`config.mk`:
```
export PLATFORM = sky130hd
export DESIGN_NAME = serial_adder_ctrl
export DESIGN_NICKNAME = d
export VERILOG_FILES = /design/src/rtl/serial_adder_ctrl_pkg.sv /design/src/rtl/serial_adder_ctrl_fulladder.sv /design/src/rtl/serial_adder_ctrl.sv
export SDC_FILE = /design/constraint.sdc
export NUM_CORES = 1
export LEC_CHECK = 0
export ABC_AREA = 1
export CAP_MARGIN = 0
export CELL_PAD_IN_SITES_DETAIL_PLACEMENT = 1
export CELL_PAD_IN_SITES_GLOBAL_PLACEMENT = 1
export CORE_ASPECT_RATIO = 2
export CORE_MARGIN = 2
export CORE_UTILIZATION = 40
export DETAILED_ROUTE_END_ITERATION = 7
export DONT_BUFFER_PORTS = 1
export HOLD_SLACK_MARGIN = 0.12
export PLACE_DENSITY = 0.79
export SYNTH_ARGS = -nofsm -noshare
export SYNTH_HDL_FRONTEND = slang
export SYNTH_HIERARCHICAL = 1
export SYNTH_SLANG_ARGS = --single-unit
```
`constraint.sdc`:
```
create_clock -name clk -period 1.3 [get_ports clk]
set_clock_uncertainty 0.05 [all_clocks]
set_input_delay 0.39 -clock clk [delete_from_list [all_inputs] [get_ports clk]]
set_output_delay 0.39 -clock clk [all_outputs]
set_load 0.1 [all_outputs]
```
`src/rtl/serial_adder_ctrl_pkg.sv`:
```
// serial_adder_ctrl_pkg: state encoding shared by the serial arithmetic controllers
package serial_adder_ctrl_pkg;

    typedef enum logic [1:0] {
        S_IDLE = 2'd0,
        S_ADD  = 2'd1,
        S_DONE = 2'd2
    } state_t;

endpackage

```
`src/rtl/serial_adder_ctrl_fulladder.sv`:
```
// fulladder: single-bit full adder cell, in_i = {carry, b_bit, a_bit}
module fulladder (
    input  logic [2:0] in_i,
    output logic [1:0] out_o
);

    // Sum is the parity of the three inputs; carry is their majority
    always_comb begin
        out_o[0] = ^in_i;
        out_o[1] = (in_i[0] & in_i[1]) | (in_i[2] & (in_i[0] ^ in_i[1]));
    end

endmodule

```
`src/rtl/serial_adder_ctrl.sv`:
```
// serial_adder_ctrl: LSB-first bit-serial adder built around one full-adder cell
module serial_adder_ctrl
    import serial_adder_ctrl_pkg::*;
#(
    parameter int WIDTH = 8
) (
    input  logic             clk,
    input  logic             rst,
    input  logic             start,
    input  logic [WIDTH-1:0] a,
    input  logic [WIDTH-1:0] b,
    input  logic             cin,
    output logic             busy,
    output logic             done,
    output logic [WIDTH-1:0] sum,
    output logic             cout
);

    localparam int CW = $clog2(WIDTH);

    state_t           state_q, state_d;
    logic [WIDTH-1:0] a_sr_q, b_sr_q, s_sr_q, sum_q;
    logic             c_q, cout_q;
    logic [CW-1:0]    cnt_q;
    logic [1:0]       fa_out;
    logic             accept, last;

    // Ripple-toggle increment keeps the only adder in this block the serial cell
    function automatic logic [CW-1:0] incr(input logic [CW-1:0] v);
        logic [CW-1:0] r;
        logic          c;
        c = 1'b1;
        for (int i = 0; i < CW; i++) begin
            r[i] = v[i] ^ c;
            c    = c & v[i];
        end
        return r;
    endfunction

    fulladder u_fa (
        .in_i ({c_q, b_sr_q[0], a_sr_q[0]}),
        .out_o(fa_out)
    );

    assign accept = start && (state_q != S_ADD);
    assign last   = (state_q == S_ADD) && (cnt_q == CW'(WIDTH - 1));
    assign busy   = (state_q == S_ADD);
    assign done   = (state_q == S_DONE);
    assign sum    = sum_q;
    assign cout   = cout_q;

    // State register
    always_ff @(posedge clk) begin
        if (rst) state_q <= S_IDLE;
        else     state_q <= state_d;
    end

    // Next state: ADD runs WIDTH cycles, DONE lasts one cycle and may reload
    always_comb begin
        state_d = state_q;
        state_d = (state_q == S_ADD) ? (last ? S_DONE : S_ADD) : (start ? S_ADD : S_IDLE);
    end

    // Datapath: operand load, serial shift, carry feedback and result capture
    always_ff @(posedge clk) begin
        if (rst) begin
            a_sr_q <= '0;
            b_sr_q <= '0;
            s_sr_q <= '0;
            c_q    <= 1'b0;
            cnt_q  <= '0;
            sum_q  <= '0;
            cout_q <= 1'b0;
        end else if (accept) begin
            a_sr_q <= a;
            b_sr_q <= b;
            c_q    <= cin;
            cnt_q  <= '0;
        end else if (state_q == S_ADD) begin
            a_sr_q <= a_sr_q >> 1;
            b_sr_q <= b_sr_q >> 1;
            s_sr_q <= {fa_out[0], s_sr_q[WIDTH-1:1]};
            c_q    <= fa_out[1];
            cnt_q  <= incr(cnt_q);
            if (last) begin
                sum_q  <= {fa_out[0], s_sr_q[WIDTH-1:1]};
                cout_q <= fa_out[1];
            end
        end
    end

endmodule
```
# After elaboration in Yosys (flattened, before gate mapping)
# Cells that the tools add are included.
# W data, S select, Z words.
word_totals:
  register_bits: 39
  latchBits: 0
  mem_bits_rw: 0
  romBits: 0
  wordCells: 37
  n_memories: 0
classes:
  add_sub_neg: 0
  mul: 0
  div: 0
  n_lt_le_gt_ge: 0
  eq_ne: 4
  shifts: 0
  mux: 9
  bitwise_logic: 9
  reduce_logical: 7
ops:
  columns: ["operator", "n"]
  rows:
  - ["$mux W8", 4]
  - ["$mux W2", 2]
  - ["$and A1 B1 Y1", 3]
  - ["$eq A3 B3 Y1 const B", 1]
  - ["$mux W1", 3]
  - ["$reduce_and A3 Y1", 1]
  - ["$reduce_xor A3 Y1", 1]
  - ["$xor A1 B1 Y1", 3]
  - ["$eq A2 B1 Y1 const B", 1]
  - ["$eq A2 B2 Y1 const B", 1]
  - ["$logic_and A1 B1 Y1", 2]
  - ["$ne A2 B1 Y1 const B", 1]
  - ["$not A1 Y1", 2]
  - ["$reduce_and A2 Y1", 1]
  - ["$reduce_bool A2 Y1", 1]
  - ["$reduce_or A2 Y1", 1]
  - ["$or A1 B1 Y1", 1]

# Depth between registers and ports, before layout
# Gate-level depths: netlist (run 1).
depth:
  ltp_word: 5
  depth_mapped: 7
  ltp_nobuf: 6

# Hierarchy
# Netlist (run 1), hierarchy kept.
modules_own_cells:
  columns: ["mod", "n_inst", "cells_each", "area_per_inst_um2", "seq_area_each_um2"]
  rows:
  - ["serial_adder_ctrl", 1, 218, 1696.6, 760.7]
  - ["fulladder", 1, 1, 20.0, 0.0]

# Worst setup path before layout (run 1)
# Ideal clock, no wire load.
synth_path:
  path_type: "register -> output"
  start: "register state_q[1]"
  end: "output done"
  t_arrival_ps: 1756
  required_ps: 860
  path_slack_ps: -896
  stages_incl_launch_ff: 3
  n_path_buf: 0
  cell_sequence: "dfxtp_1 -> inv_2 -> nor2_1"
synth_via:
  elab_chain_cells: 1
synth_lines:
  columns: ["element", "line_no", "text"]
  rows:
  - ["start: declaration", "serial_adder_ctrl.sv:21", "state_t state_q, state_d;"]
  - ["start signal: assignment", "serial_adder_ctrl.sv:55", "else state_q <= state_d;"]
  - ["$eq A2 B2 Y1", "serial_adder_ctrl.sv:48", "assign done = (state_q == S_DONE);"]
  - ["end: declaration", "serial_adder_ctrl.sv:14", "output logic done,"]
# Every way passes these cells.

# Final worst setup path (run 1)
# Same ends and word-level chain as after synthesis.

==> summary by stage, run 1 <==
Yosys
The number of warnings printed during yosys synthesis is 6. The per-instance average area after synthesis is between 7 and 8 um^2. Synthesis produced 219 cells.

The area of the mapped netlist is around 0.0017 mm^2. The number of flip-flops and latches in the synthesized netlist is 38. The sequential-to-total area share from yosys stat is 44.3%. The number of different library cells used by synthesis comes to 16. The post-synthesis net count is between 200 and 250.

Critical path
The endpoint identified for the worst register-to-register timing path is b_sr_q[0]. The worst register-to-register path begins at state_q[0]. For the worst setup path, the data required time is 0.86 ns. The sort of element at the start of the critical path is a flop. The largest single stage delay on the critical path is around 0.40 ns. For the worst flop-to-flop path, the logic depth is 9. The cell with the largest stage delay on the worst path is dfxtp_4. The maximum fanout encountered on the critical timing path is 2. The data arrival time of the critical path is 1.08 ns. STA classifies the critical path endpoint as an output port. Across all register-to-register paths, the minimum setup slack is -0.08 ns.

The setup path with the least slack is of type flop to output port. The signal on the critical path passes through inv_4 > nor2_4 > buf_12.

Min path
The startpoint identified for the worst hold timing path is rst. The worst min-delay path class is primary input to flop. The count of cells along the worst hold path is 3. The worst hold path terminates at sum[1].

Cells and area
After the last flow step, the layout net total stands at approximately 270. Relative to the synthesized area, the layout overhead comes to 36.8%. The final antenna diode count is 0. Leaving out fill and tap cells, the most frequent cell in the layout is nand2_1. The library cells used most frequently in the layout, excluding fill and tap cells, are nand2_1 (54), nand3_1 (47), dfxtp_1 (25), inv_1 (16), nor2_1 (16). The ratio of cells with drive above 1 in the final layout is 30.1%.

Floorplan
The number of core rows is 33. From left edge to right edge, the die measures 50.3 um. The area of the core is slightly above 0.004 mm^2. The initial core utilization is 41.6%.

The chip height is 96.6 um. The top-level I/O count is 31. The die covers roughly 0.0049 mm^2.

Status
The run finished, with violations left. The checks that failed: negative setup slack.

Timing
Headroom to the max-slew limit came out at 71.7%. The final count of pins violating max slew is 0. The final critical path takes up 117% of the cycle.

Setup slack on the critical path of the routed design comes to -0.224 ns. For the pin with the worst max-slew slack, the measured transition is between 0.4 and 0.5 ns. Setup repair after global routing could not meet its margin everywhere. Setup violations remaining at the end of the flow were counted as 26. The routed design could run at a clock period as short as between 1.5 and 2 ns. The highest clock frequency the design can meet is 656 MHz. The hold violation count in the final report is 0.

Job
The tool flagged a number of max-cap violations equal to 0.

Pwr
For this design the static power due to leakage is 1.09 nW. The sum of internal, switching and leakage power is 2.83 mW. In this run the power density over the cells is approximately 1200 mW/mm^2. IR analysis of the VDD net gives a maximum drop of 1310 uV.

Route
For this block, the via count after detailed routing is approximately 1.5k. For this run, design rule violations remaining after detail routing come to 0. The number of DRC markers in iteration 0 is 10. The per-cell via count in the routed design is 5.16. The first TritonRoute pass finished after 4 iterations. Wires add up to approximately 5100 um. The count of nets left with antenna violations once routing finished came out at 0.

The average wire per cell in the routed design is about 17 um.

Clock tree
In this run the number of H-tree levels came out at 2. The post-CTS clock slew at the launch and capture registers of the worst setup and hold paths is 0.08 ns. Clock latency on the worst-skew pair, taken at its later pin, is between 0.3 and 0.4 ns. The deepest clock path buffer count is 2. Clock tree synthesis inserted a total of 5 buffers. CTS placed an instance of clkbuf_8 at the clock tree root.

The clock tree from TritonCTS is done. The clock net in this run drives a total of 38 sinks.

Placement
The detailed-placement wirelength estimate is 2790 um. Prior to clock tree synthesis, the placed netlist has a worst setup slack of between 0.02 and 0.025 ns. The number of buffers inserted by port buffering is 0. Routability-driven placement finished with a final weighted congestion of 0.715.

Global routing
The number of global-route vias before repair is about 1.7k. After global routing the overflow that remains totals 0. Entering global routing, the biggest net connects 43 pins. The number of antenna violations at the first check in global routing is 0. The global-route wire length before repair is 7950 um.

For this run, the total global-route usage over all layers was measured as a little over a fifth.
Yosys cell counts, drive strengths merged:
| library cell | instances | area, um^2 |
|---|---|---|
| a21oi | 4 | 20.0 |
| buf | 13 | 109 |
| dfxtp | 38 | 761 |
| fa | 1 | 20.0 |
| ha | 2 | 25.0 |
| inv | 19 | 71.3 |
| nand2 | 57 | 229 |
| nand3 | 56 | 325 |
| nor2 | 20 | 108 |
| o21ai | 8 | 40.0 |
| xor2 | 1 | 8.76 |
where the power goes:
| group | switching [mW] | total, mW | internal [mW] |
|---|---|---|---|
| registers | 0.0399 | 1.25 | 1.21 |
| logic | 0.186 | 0.311 | 0.124 |
| clock network | 0.452 | 1.27 | 0.819 |
layer usage:
metal	GRT usage [%]	wire length [um]
met1	21.3	1810
met2	39.6	2900
met3	5.56	191
met4	9.77	155
met5	0	0
worst max-delay path by stage:
stage / from / to / slack [ns] / depth (start not counted)
2_1_floorplan: state_q[1] / done / -0.08 / 2
3_3_place_gp: state_q[1] / a_sr_q[0] / 0.03 / 6
3_5_place_dp: cnt_q[0] / sum[2] / 0.02 / 6
4_1_cts: state_q[0] / done / -0.23 / 3
5_1_grt: state_q[1] / done / -0.25 / 3
6_report: state_q[1] / done / -0.22 / 3
metrics by stage:
step	setup TNS, ns	hold slack [ns]	cell area (um^2)	instances	utilization [%]
6_report	-1.29	0.166	2350	298	56.9
5_1_grt	-3.61	0.168	2350	298	56.9
4_1_cts	-0.446	0.173	2200	289	53.4
3_5_place_dp	0	0.394	1960	274	47.6
3_3_place_gp	0	0.385	1960	274	47.6
2_1_floorplan	-0.0768	0.368	1750	219	-
timing repair:
| item | CTS | global route |
|---|---|---|
| pin swaps | 4 | 3 |
| buffers inserted | 5 | 8 |
| hold endpoints to repair | 3 | 0 |
| resized for setup | 10 | 21 |
| cloned | 1 | 1 |
| hold buffers | 1 | 0 |
| setup endpoints to repair | 16 | 46 |
cells by family after synthesis:
kind of cell	count (synthesis)	synth area share, %
XOR/XNOR	1	0.510
flip-flops	38	44.3
AO/OA/AOI/OAI	12	3.50
AND/OR/NAND/NOR	133	38.6
buffers and inverters	32	10.5
adder cells (fa/ha/maj)	3	2.62
state kept, by name, indices dropped and copies added (netlist names):
name / cells
sum: 8
cout: 1
state_q: 2
cnt_q: 3
s_sr_q: 7
a_sr_q: 8
c_q: 1
b_sr_q: 8
layout make-up:
| class | instances | area [um^2] |
|---|---|---|
| inverter | 19 | 73.8 |
| tap | 52 | 65.1 |
| sequential | 38 | 792 |
| clock inverter | 2 | 60.1 |
| clock buffer | 6 | 82.6 |
| timing repair buffer | 31 | 443 |
| fill | 481 | 1780 |
| multi-input combinational | 150 | 832 |
worst max-delay path, delay by kind of cell, from the launching register on:
family | cells | cell delay, ns
buffers and inverters | 2 | 0.24
DFF | 1 | 0.40
and+or+nand+nor | 1 | 0.13
(Power assumes the default switching activity.)
==> run 2: changes to the inputs <==
CTS_CLUSTER_DIAMETER = 100   (was default)
==> results of run 2 <==
Final layout, timing and power as in run 1 (identical DEF).
==> run 3: changes to the inputs <==
clock period = 1.6 ns   (was 1.3 ns; I/O delays follow)
==> run 3 against run 2 <==
Against the previous run:
- worst hold slack improved by 0.042 ns
- global-route usage decreased by 2.0 points
- non-clock buffer count decreased by 12
- the run now ends clean
- die area unchanged
- cell count decreased by 4.4%
- register-to-register slack improved by 0.37 ns
- combinational power decreased by 27%
==> summary by stage, run 3 (synthesis gave the netlist of run 1 again) <==
Floorplan
The die width is 50.3 um (unchanged). The overall die area is 0.00486 mm^2 (unchanged). The initial core utilization is 41.6% (unchanged). The number of core rows is 33 (unchanged). The area of the core came to 0.00413 mm^2 (unchanged). The top-level I/O count is 31 (unchanged). The chip height is 96.6 um (unchanged).

Global routing
The largest net degree at the start of global routing is 21 (-51%). The number of antenna violations at the first check in global routing is 0 (unchanged). The number of global-route vias before repair is 1555 (-11%). The global-route wire length before repair was 7210 um (-9.3%).

The overall global routing resource usage is 19.5% (-2.0 points). The total congestion overflow after global routing is 0 (unchanged).

Cells and area
The library cell used most frequently in the layout, excluding fill and tap cells, is nand2_1. The area added between synthesis and finish is 15.8%. The final antenna diode count is 0 (unchanged). The ratio of cells with drive above 1 in the final layout is 19.3% (-11 points).

The final instance area is 0.00199 mm^2 (-15%). The area of combinational cells with multiple inputs was 783 um^2 (-5.9%). The storage element area is 766 um^2 (-3.3%). In the layout the commonest cells are nand2_1 (55), nand3_1 (47), dfxtp_1 (36), nor2_1 (17), inv_1 (16).

The layout net count was 255 (-4.9%). The number of inserted filler cells in the final layout is 521 (+8.3%).

Timing
The final count of pins violating max slew is 0 (unchanged). The hold violation count in the final report is 0 (unchanged). After layout, the worst path uses between 90% and 100% of the clock period. The relative slew slack came to 70.0% (-1.7 points). The worst setup margin is 0.0414 ns (+0.265 ns). The transition time at the pin with the least slew margin is 0.445 ns (+0.0210 ns). The aggregate negative setup slack is 0 ns (+1.29 ns).

The final-report setup violation count is 0 (-100%). Setup repair after global routing left no endpoint under its margin. Based on the critical path, the design can be clocked at up to ~640 MHz. After layout, the minimum clock period comes to 1.56 ns.

Critical path
The critical path is of the flop to output port type. The critical path capture point type is an output port. The required time of the worst setup path is 1.07 ns (+0.21 ns). The sort of element at the start of the critical path is a flop. The maximum fanout encountered on the critical timing path came to 2 (unchanged). The data arrival time of the critical path is 1.03 ns (-0.05 ns).

Min path
In this run the worst hold path is classified as primary input to flop.

Pwr
The net switching power was 491 uW (-28%). The sum of internal, switching and leakage power came to 1.92 mW (-32%). The maximum vdd drop is 754 uV (-43%). The combinational share of power is 11.9% (+0.9 points).

The internal portion of total power was 1.43 mW (-34%). The leakage component of the power is 0.977 nW (-10%). The ratio of total power to cell area is 965 mW/mm^2 (-20%). The clock group share of total power was 35.2% (-9.7 points).

The switching power share of the total is 25.6% (+1.6 points). The part of the power in registers is 52.9% (+8.8 points).

Route
The iteration count of the initial detailed-routing pass is 4 (unchanged). The via count came to 1460 (-5.0%). The per-cell via count in the routed design came to 5.12 (-0.68%). The final routed DRC violation total is 0 (unchanged). The total length of routed wires is 4210 um (-17%). The average wire per cell in the routed design is 14.8 um (-13%). The number of DRC markers in iteration 0 was 22 (+12). The number of antenna-violating nets in the routed design was 0 (unchanged).

Job
The max-capacitance violation count was 0 (unchanged).

Placement
The number of buffers inserted by port buffering is 0 (unchanged). The final estimated routing congestion in global placement is 0.756 (+5.8%). The worst slack at placement came to 0.241 ns (+0.216 ns). The post-placement cell area is 0.00185 mm^2 (-6.1%). The detailed-placement wirelength estimate was 2890 um (+3.7%).

Status
The run finished with clean final reports.

Clock tree
The clock tree from TritonCTS is done. The insertion delay of the later-clocked pin in the worst-skew pair is 0.29 ns (-0.02 ns). The TritonCTS buffer count is 5 (unchanged). The H-tree depth reported by CTS is 2 (unchanged).

The number of hold-repair buffers added at the cts stage was 0 (-1). The clock net sink count came to 38 (unchanged). The post-CTS clock slew at the launch and capture registers of the worst setup and hold paths came to 0.07 ns (about the same). The root buffer cell chosen for the clock tree is clkbuf_8. The deepest clock path buffer count is 2 (unchanged).
==> run 3: changes by cell type in the layout (fill, tap and decap cells not counted), sizes merged <==
cell,previous run,this run
bufinv,2,0
buf,29,18
nor2,21,20
dlygate4sd3,1,0
bufbuf,0,1
clkinv,0,1
==> run 3: final timing paths <==
path                             endpoint  slack [ns]  startpoint  cells after the start
worst min-delay path            b_sr_q[7]        0.21         rst                      1
worst max register to register     sum[7]        0.29    cnt_q[0]                      6
worst max-delay path                 done        0.04  state_q[1]                      3
worst min register to register     sum[0]        0.41   s_sr_q[1]                      2
==> run 3: timing repair <==
action                                  in CTS  in global routing
endpoints found under the setup margin       2                  1
resized for setup                            2                  3
gates cloned                                 1                  0
pin swaps                                    1                  1
setup buffers                                1                  0
==> run 3: power by group through the flow <==
stage	Sequential (mW)	Combinational (mW)	Clock [mW]
floorplan	1.03	0.173	0
global placement	1.03	0.201	0
detailed placement	1.04	0.208	0
CTS	1.02	0.230	0.701
global route	1.02	0.255	0.741
finish	1.01	0.228	0.676
==> run 3: critical path, cell delays in order (launching register included) <==
cell	delay (ns)
dfxtp_4	0.39
inv_4	0.05
nor2_4	0.12
buf_12	0.18
==> run 3: cell type report <==
type                       count  area share, %
tap                           52           3.27
multi-input combinational    149           39.4
inverter                      19           3.71
timing repair buffer          19           10.5
clock inverter                 1          0.252
sequential                    38           38.5
clock buffer                   7           4.34
==> run 3: per-layer routing <==
metal / global-route usage (%) / part of all wire [%] / wire length (um) / vias up
met1: 19.1 / 37 / 1580 / 703
met5: 0 / 0 / 0 / -
met2: 37.1 / 57 / 2420 / 26
met4: 8.32 / 2.0 / 83 / 0
met3: 4.01 / 3.0 / 128 / 7
li1: - / - / - / 724
==> run 3: metrics by stage <==
step           hold WS (ns)  util [%]  cells
3_3_place_gp          0.393      44.7    275
5_1_grt               0.195      48.2    285
2_1_floorplan         0.370         -    219
6_report              0.208      48.2    285
4_1_cts               0.195      47.9    285
3_5_place_dp          0.395      44.7    275
